<file path="src/rtl/mult_div_unit.sv">
// mult_div_unit: iterative 32-bit multiply/divide unit with HI/LO for the MIPS150 execute stage.
// Latency: MULT(U)/DIV(U) write HI/LO 32 edges after accept (33 for signed ops with SIGNED_MULDIV_EN); MTHI/MTLO write at the accept edge.
// Backpressure: start is ignored while busy; the pipeline stalls on busy. Optional macro: SIGNED_MULDIV_EN.
module mult_div_unit #(
  parameter int WIDTH = 32,
  parameter int CNT_W = 5
) (
  input  logic             Clock,
  input  logic             Reset,
  input  logic             start,
  input  logic [2:0]       op,
  input  logic [WIDTH-1:0] A,
  input  logic [WIDTH-1:0] B,
  output logic             busy,
  output logic             done,
  output logic [WIDTH-1:0] HI,
  output logic [WIDTH-1:0] LO
);

  localparam logic [2:0] S_IDLE = 3'd0;
  localparam logic [2:0] S_MUL  = 3'd1;
  localparam logic [2:0] S_DIV  = 3'd2;
`ifdef SIGNED_MULDIV_EN
  localparam logic [2:0] S_FIX  = 3'd3;
`endif
  localparam logic [2:0] S_DONE = 3'd4;

  logic [2:0]         state;
  logic [CNT_W-1:0]   cnt;
  // acc is the product accumulator for multiply and {remainder, quotient} for divide
  logic [2*WIDTH-1:0] acc;
  logic [WIDTH-1:0]   opa;   // multiplicand
  logic [WIDTH-1:0]   opb;   // multiplier (shifts right) or divisor
  logic [WIDTH-1:0]   hi_q;
  logic [WIDTH-1:0]   lo_q;
  logic               done_q;

  logic [WIDTH-1:0]   in_a;
  logic [WIDTH-1:0]   in_b;
  logic               last;

  logic [WIDTH:0]     mul_sum;
  logic [2*WIDTH-1:0] mul_next;
  logic [WIDTH:0]     div_shift;
  logic [WIDTH+1:0]   div_diff;
  logic               div_ok;
  logic [2*WIDTH-1:0] div_next;

`ifdef SIGNED_MULDIV_EN
  logic               sgn_op;    // current mult/div is signed and needs the FIX cycle
  logic               is_div;
  logic               neg_q;     // operand signs differ: negate product / quotient
  logic               neg_r;     // dividend negative: remainder takes its sign
  logic               div_zero;
  logic [2*WIDTH-1:0] fix_prod;
  logic [WIDTH-1:0]   fix_quot;
  logic [WIDTH-1:0]   fix_rem;
`endif

  // Operand conditioning at accept: signed ops iterate on magnitudes
`ifdef SIGNED_MULDIV_EN
  always_comb begin
    in_a = A;
    in_b = B;
    if (op[1] && A[WIDTH-1]) in_a = -A;
    if (op[1] && B[WIDTH-1]) in_b = -B;
  end
`else
  always_comb begin
    in_a = A;
    in_b = B;
  end
`endif

  // One shift-add multiply step and one restoring divide step, shared by the FSM
  always_comb begin
    last      = &cnt;
    mul_sum   = {1'b0, acc[2*WIDTH-1:WIDTH]} + {1'b0, (opb[0] ? opa : {WIDTH{1'b0}})};
    mul_next  = {mul_sum, acc[WIDTH-1:1]};
    div_shift = acc[2*WIDTH-1:WIDTH-1];
    div_diff  = {1'b0, div_shift} - {2'b00, opb};
    div_ok    = ~div_diff[WIDTH+1];
    div_next  = {(div_ok ? div_diff[WIDTH-1:0] : div_shift[WIDTH-1:0]), acc[WIDTH-2:0], div_ok};
  end

`ifdef SIGNED_MULDIV_EN
  // Sign correction of the magnitude result during the FIX cycle
  always_comb begin
    fix_prod = neg_q ? -acc : acc;
    fix_quot = neg_q ? -acc[WIDTH-1:0] : acc[WIDTH-1:0];
    fix_rem  = neg_r ? -acc[2*WIDTH-1:WIDTH] : acc[2*WIDTH-1:WIDTH];
    if (div_zero) fix_quot = {WIDTH{1'b1}};
  end
`endif

  // Control FSM, datapath registers and architectural HI/LO
  always_ff @(posedge Clock or posedge Reset) begin
    if (Reset) begin
      state  <= S_IDLE;
      cnt    <= '0;
      acc    <= '0;
      opa    <= '0;
      opb    <= '0;
      hi_q   <= '0;
      lo_q   <= '0;
      done_q <= 1'b0;
`ifdef SIGNED_MULDIV_EN
      sgn_op   <= 1'b0;
      is_div   <= 1'b0;
      neg_q    <= 1'b0;
      neg_r    <= 1'b0;
      div_zero <= 1'b0;
`endif
    end else begin
      done_q <= 1'b0;
      case (state)
        S_IDLE, S_DONE: begin
          if (start) begin
`ifdef SIGNED_MULDIV_EN
            sgn_op   <= op[1] & ~op[2];
            is_div   <= op[0];
            neg_q    <= op[1] & (A[WIDTH-1] ^ B[WIDTH-1]);
            neg_r    <= op[1] & A[WIDTH-1];
            div_zero <= (B == '0);
`endif
            case (op)
              3'b000, 3'b010: begin
                opa   <= in_a;
                opb   <= in_b;
                acc   <= '0;
                cnt   <= '0;
                state <= S_MUL;
              end
              3'b001, 3'b011: begin
                opb   <= in_b;
                acc   <= {{WIDTH{1'b0}}, in_a};
                cnt   <= '0;
                state <= S_DIV;
              end
              3'b100: begin
                hi_q  <= A;
                state <= S_IDLE;
              end
              3'b101: begin
                lo_q  <= A;
                state <= S_IDLE;
              end
              default: ;
            endcase
          end
        end
        S_MUL: begin
          acc <= mul_next;
          opb <= opb >> 1;
          cnt <= cnt + {{(CNT_W-1){1'b0}}, 1'b1};
          if (last) begin
`ifdef SIGNED_MULDIV_EN
            if (sgn_op) state <= S_FIX;
            else
`endif
            begin
              hi_q   <= mul_next[2*WIDTH-1:WIDTH];
              lo_q   <= mul_next[WIDTH-1:0];
              done_q <= 1'b1;
              state  <= S_DONE;
            end
          end
        end
        S_DIV: begin
          acc <= div_next;
          cnt <= cnt + {{(CNT_W-1){1'b0}}, 1'b1};
          if (last) begin
`ifdef SIGNED_MULDIV_EN
            if (sgn_op) state <= S_FIX;
            else
`endif
            begin
              hi_q   <= div_next[2*WIDTH-1:WIDTH];
              lo_q   <= div_next[WIDTH-1:0];
              done_q <= 1'b1;
              state  <= S_DONE;
            end
          end
        end
`ifdef SIGNED_MULDIV_EN
        S_FIX: begin
          if (is_div) begin
            hi_q <= fix_rem;
            lo_q <= fix_quot;
          end else begin
            hi_q <= fix_prod[2*WIDTH-1:WIDTH];
            lo_q <= fix_prod[WIDTH-1:0];
          end
          done_q <= 1'b1;
          state  <= S_DONE;
        end
`endif
        default: state <= S_IDLE;
      endcase
    end
  end

  // Status and architectural outputs
  always_comb begin
    busy = (state == S_MUL) || (state == S_DIV);
`ifdef SIGNED_MULDIV_EN
    if (state == S_FIX) busy = 1'b1;
`endif
    done = done_q;
    HI   = hi_q;
    LO   = lo_q;
  end

endmodule

</file>
<file path="config.mk">
export PLATFORM = sky130hd
export DESIGN_NAME = mult_div_unit
export DESIGN_NICKNAME = d
export VERILOG_FILES = /design/src/rtl/mult_div_unit.sv
export SDC_FILE = /design/constraint.sdc
export NUM_CORES = 1
export LEC_CHECK = 0
export ABC_AREA = 1
export BUFFER_PORTS_ARGS = -buffer_cell sky130_fd_sc_hd__buf_4
export CAP_MARGIN = 20
export CELL_PAD_IN_SITES_DETAIL_PLACEMENT = 0
export CELL_PAD_IN_SITES_GLOBAL_PLACEMENT = 1
export CORE_ASPECT_RATIO = 0.75
export CORE_MARGIN = 2
export CORE_UTILIZATION = 47
export DETAILED_ROUTE_END_ITERATION = 12
export PLACE_DENSITY = 0.91
export SLEW_MARGIN = 20
export SYNTH_ARGS = -nofsm -noshare
export SYNTH_HDL_FRONTEND = slang
export SYNTH_SLANG_ARGS = --single-unit
export TNS_END_PERCENT = 5
</file>
<file path="constraint.sdc">
create_clock -name Clock -period 19.9 [get_ports Clock]
set_clock_uncertainty 0.05 [all_clocks]
set_input_delay 3.98 -clock Clock [delete_from_list [all_inputs] [get_ports Clock]]
set_output_delay 3.98 -clock Clock [all_outputs]
set_load 0.02 [all_outputs]
</file>
==> results.md <==
* Outcome: complete, no violations
* EDFF count, synth at 0
* First-pass iteration count of the detailed router at 6
* Unrepaired setup endpoints after global routing: false
* Post-DP Area at 0.01550 mm²
* Max-cap violations at 0
* Reg2Reg Setup Slack at 15.99 ns
* Die H at 154.4 µm
* Area delta synth->final at 14.55%
* Register area share after synthesis at 35.49%
* # hold bufs at CTS at 0
* WHS at 0.4369 ns
* Flops & latches, synth at 201
* Grt ovf at 0
* Peak supply drop at 0.1119 mV
* FF-to-FF path depth at 15
* Routed WL per cell at 16.85 µm
* Post-Place Worst Slack at 13.65 ns
* Switching portion of total power at 51.50%
* CTS root buf: clkbuf_16
* Int Pwr at 1.576 mW
* Worst EP arrival at 1.85 ns
* Crit path kind: flip-flop to output port
* Reg power frac at 23.4%
* Ratio of cells with drive above 1 in the final layout at 9.776%
* Starting Density at 47.34%
* Req. time, crit path at 15.87 ns
* Final cell count without fillers at 2629
* Final setup fails at 0
* Via/cell ratio at 5.347
* Commonest non-fill, non-tap cells in the layout: nand2_1 (544), inv_1 (339), nor2_1 (241), dfrtp_1 (201), nand3_1 (181)
* Antenna Nets Post-Route at 0
* PD cells at 200.2 mW/mm²
* Leading cell type in the layout, fill and taps excluded: nand2_1
* DR iter-0 viols at 1233
* Peak fanout along the critical path at 32
* Fin worst setup slack at 14.02 ns
* CP delay by family, top: buffers and inverters
* Buf+Inv Stages, Crit Path at 3
* Row count at 55
* Clk sinks at 201
* Num CTS Buffers at 23
* Die width at 204.5 µm
* Vias at 14057
* Total Nets Final at 2355
* Boundary Pins at 136
* Crit path from: state[2]
* Final Hold Fails at 0
* Port bufs at 135
* Placed cells at 2591
* Synth cell types at 40
* Clock transition at path regs at 0.07 ns
* Slowest CP cell: dfrtp_1
* Total power at 3.250 mW
* Max Root-Sink Buffers at 3
* Type of the most critical hold path: flip-flop to flip-flop
* DIE AREA at 0.03157 mm²
* Latest clock arrival within the worst-skew pair at 0.54 ns
* Cell mode on critical path: buf_4
* H-tree Lvls at 1
* RR Endpoint: HI[30]
* Mapped Area at 0.01417 mm²
* Crit-path cells: inv_1 -> nand3_1 -> buf_4 -> nand2_1 -> buf_4
* Slew Viols, Final at 0
* Critical Path Start Type: flip-flop
* Cts repair resizes at 0
* Cell count after synthesis at 2118
* Max frequency at 170.0 MHz
* Power share of the combinational group at 63.7%
* Avg Inst Size Synth at 6.691 µm²
* Asr flop ratio synth at 100.0%
* Remaining DRCs at 0
* Antenna violations before repair at 0
* Final core occ at 54.23%
* Syn_nets at 2256
* Largest net degree at the start of global routing at 109
* Final Instance Area at 0.01623 mm²
* Switching pwr at 1.674 mW
* CTS tree: built
* Gr usage total at 28.36%
* Leak pwr at 8.734 nW
* Final WL at 44310 µm
* Crit end category: output port
* Synth warn at 0
* Final worst path period share at 29.57%
* Clock group share of total power at 12.9%
* TNS Setup at 0 ns
* Placed wire-length estimate at 33710 µm
* First-pass GRT wire length at 70790 µm
* CORE AREA at 0.02994 mm²
* Slew of the pin with the lowest slew margin at 0.9854 ns
* Worst setup endpoint: busy
* Slew margin rel. at 34.31%
* Synth Flop Type: dfrtp_1
* R2R Path Start: acc[38]
* Final min period at 5.884 ns
* Post-CTS setup buffer count at 0
* # diodes at 0
* RD Place Congestion at 0.9827
* Vias in the first global route at 13094
* Levels on crit path at 5
* Critical path's largest stage delay at 0.36 ns
-- cells by family (layout without fill, tap and decap cells) --
logic type | Yosys count | after routing | synth area share (%)
mux | 10 | 10 | 0.7946
xor+xnor | 14 | 14 | 0.8653
buf+inv | 420 | 532 | 11.35
flops | 201 | 201 | 35.49
simple gates | 1091 | 1091 | 32.89
compound gates | 314 | 314 | 12.50
fa+ha+maj | 68 | 68 | 6.110
-- worst register-to-register path: stages (launching register included) --
cell and delay, ns:
dfrtp_1 0.45, ha_1 0.39, nand2_1 0.11, nor2_1 0.26
nand3_1 0.12, nand3_1 0.20, nand2_1 0.10, nand2_1 0.11
nand2_2 0.33, nand2_2 0.62, nand2_1 0.54, nand2_1 0.17
nand2_1 0.12, nand3_1 0.12, nand2_1 0.07, inv_1 0.05
-- sequential cells by signal, indices dropped and copies added, names as in the netlist --
register and flops:
HI 32, LO 32, acc 64, cnt 5, done 1, opa 32, opb 32, state 3
-- area by class of cell --
class                           instances  area, µm²
Fill cell                            2994      13700
Multi-Input combinational cell       1497       7552
Sequential cell                       201       5030
Inverter                              344       1300
Timing Repair Buffer                  150       1130
Clock buffer                           32      659.4
Tap cell                              399      499.2
Clock inverter                          6      62.56
-- worst min-delay path by stage --
stage	from	endpoint	slack, ns	cells after the start
floorplan	state[2]	state[2]	0.40	2
global placement	opa[0]	opa[0]	0.42	2
detailed placement	opa[0]	opa[0]	0.42	2
CTS	opa[0]	opa[0]	0.44	2
global route	opa[28]	opa[28]	0.46	2
finish	opa[16]	opa[16]	0.44	2
-- metal layers --
metal / up-vias / routed length [µm] / global-route usage, %
met5: - / 0 / 0
met4: 0 / 1140 / 7.488
met3: 71 / 3268 / 4.930
met2: 442 / 18740 / 42.36
met1: 6520 / 21160 / 42.23
li1: 7024 / - / -
-- cells in the mapped netlist, types with 2 or more instances --
cell	instances	share of area [%]
inv_1	341	9.0
fa_1	2	0.28
o21ai_0	86	3.0
and2_1	4	0.18
nor2_1	242	6.4
clkbuf_1	47	1.2
and3_1	2	0.088
a211oi_1	21	1.1
nand4_1	13	0.57
a22o_1	2	0.12
a31oi_1	2	0.088
mux2_2	6	0.48
or2_1	22	0.97
nand2_2	3	0.13
buf_1	8	0.21
o21a_1	3	0.16
o21ai_1	8	0.28
nand2_1	544	14
o22ai_1	61	2.7
a21o_1	2	0.11
nor4_1	32	1.4
inv_2	3	0.079
buf_2	19	0.67
ha_1	66	5.8
o21bai_1	7	0.37
mux2_1	4	0.32
nand3b_1	21	1.1
dfrtp_1	201	35
o211ai_1	10	0.53
or2_2	15	0.66
nor3_1	9	0.32
nand3_1	182	6.4
a21oi_1	110	3.9
xnor2_1	13	0.80
buf_4	2	0.11
-- power by group through the flow --
stage                     sequential (mW)  combinational (mW)  clock, mW
after floorplan                     0.796                1.43          0
after global placement              0.762                2.00          0
after detailed placement            0.766                2.04          0
after CTS                           0.762                2.05      0.425
after global routing                0.782                2.34      0.441
final                               0.760                2.07      0.421
Note: power is estimated with default switching activity, not from simulation.
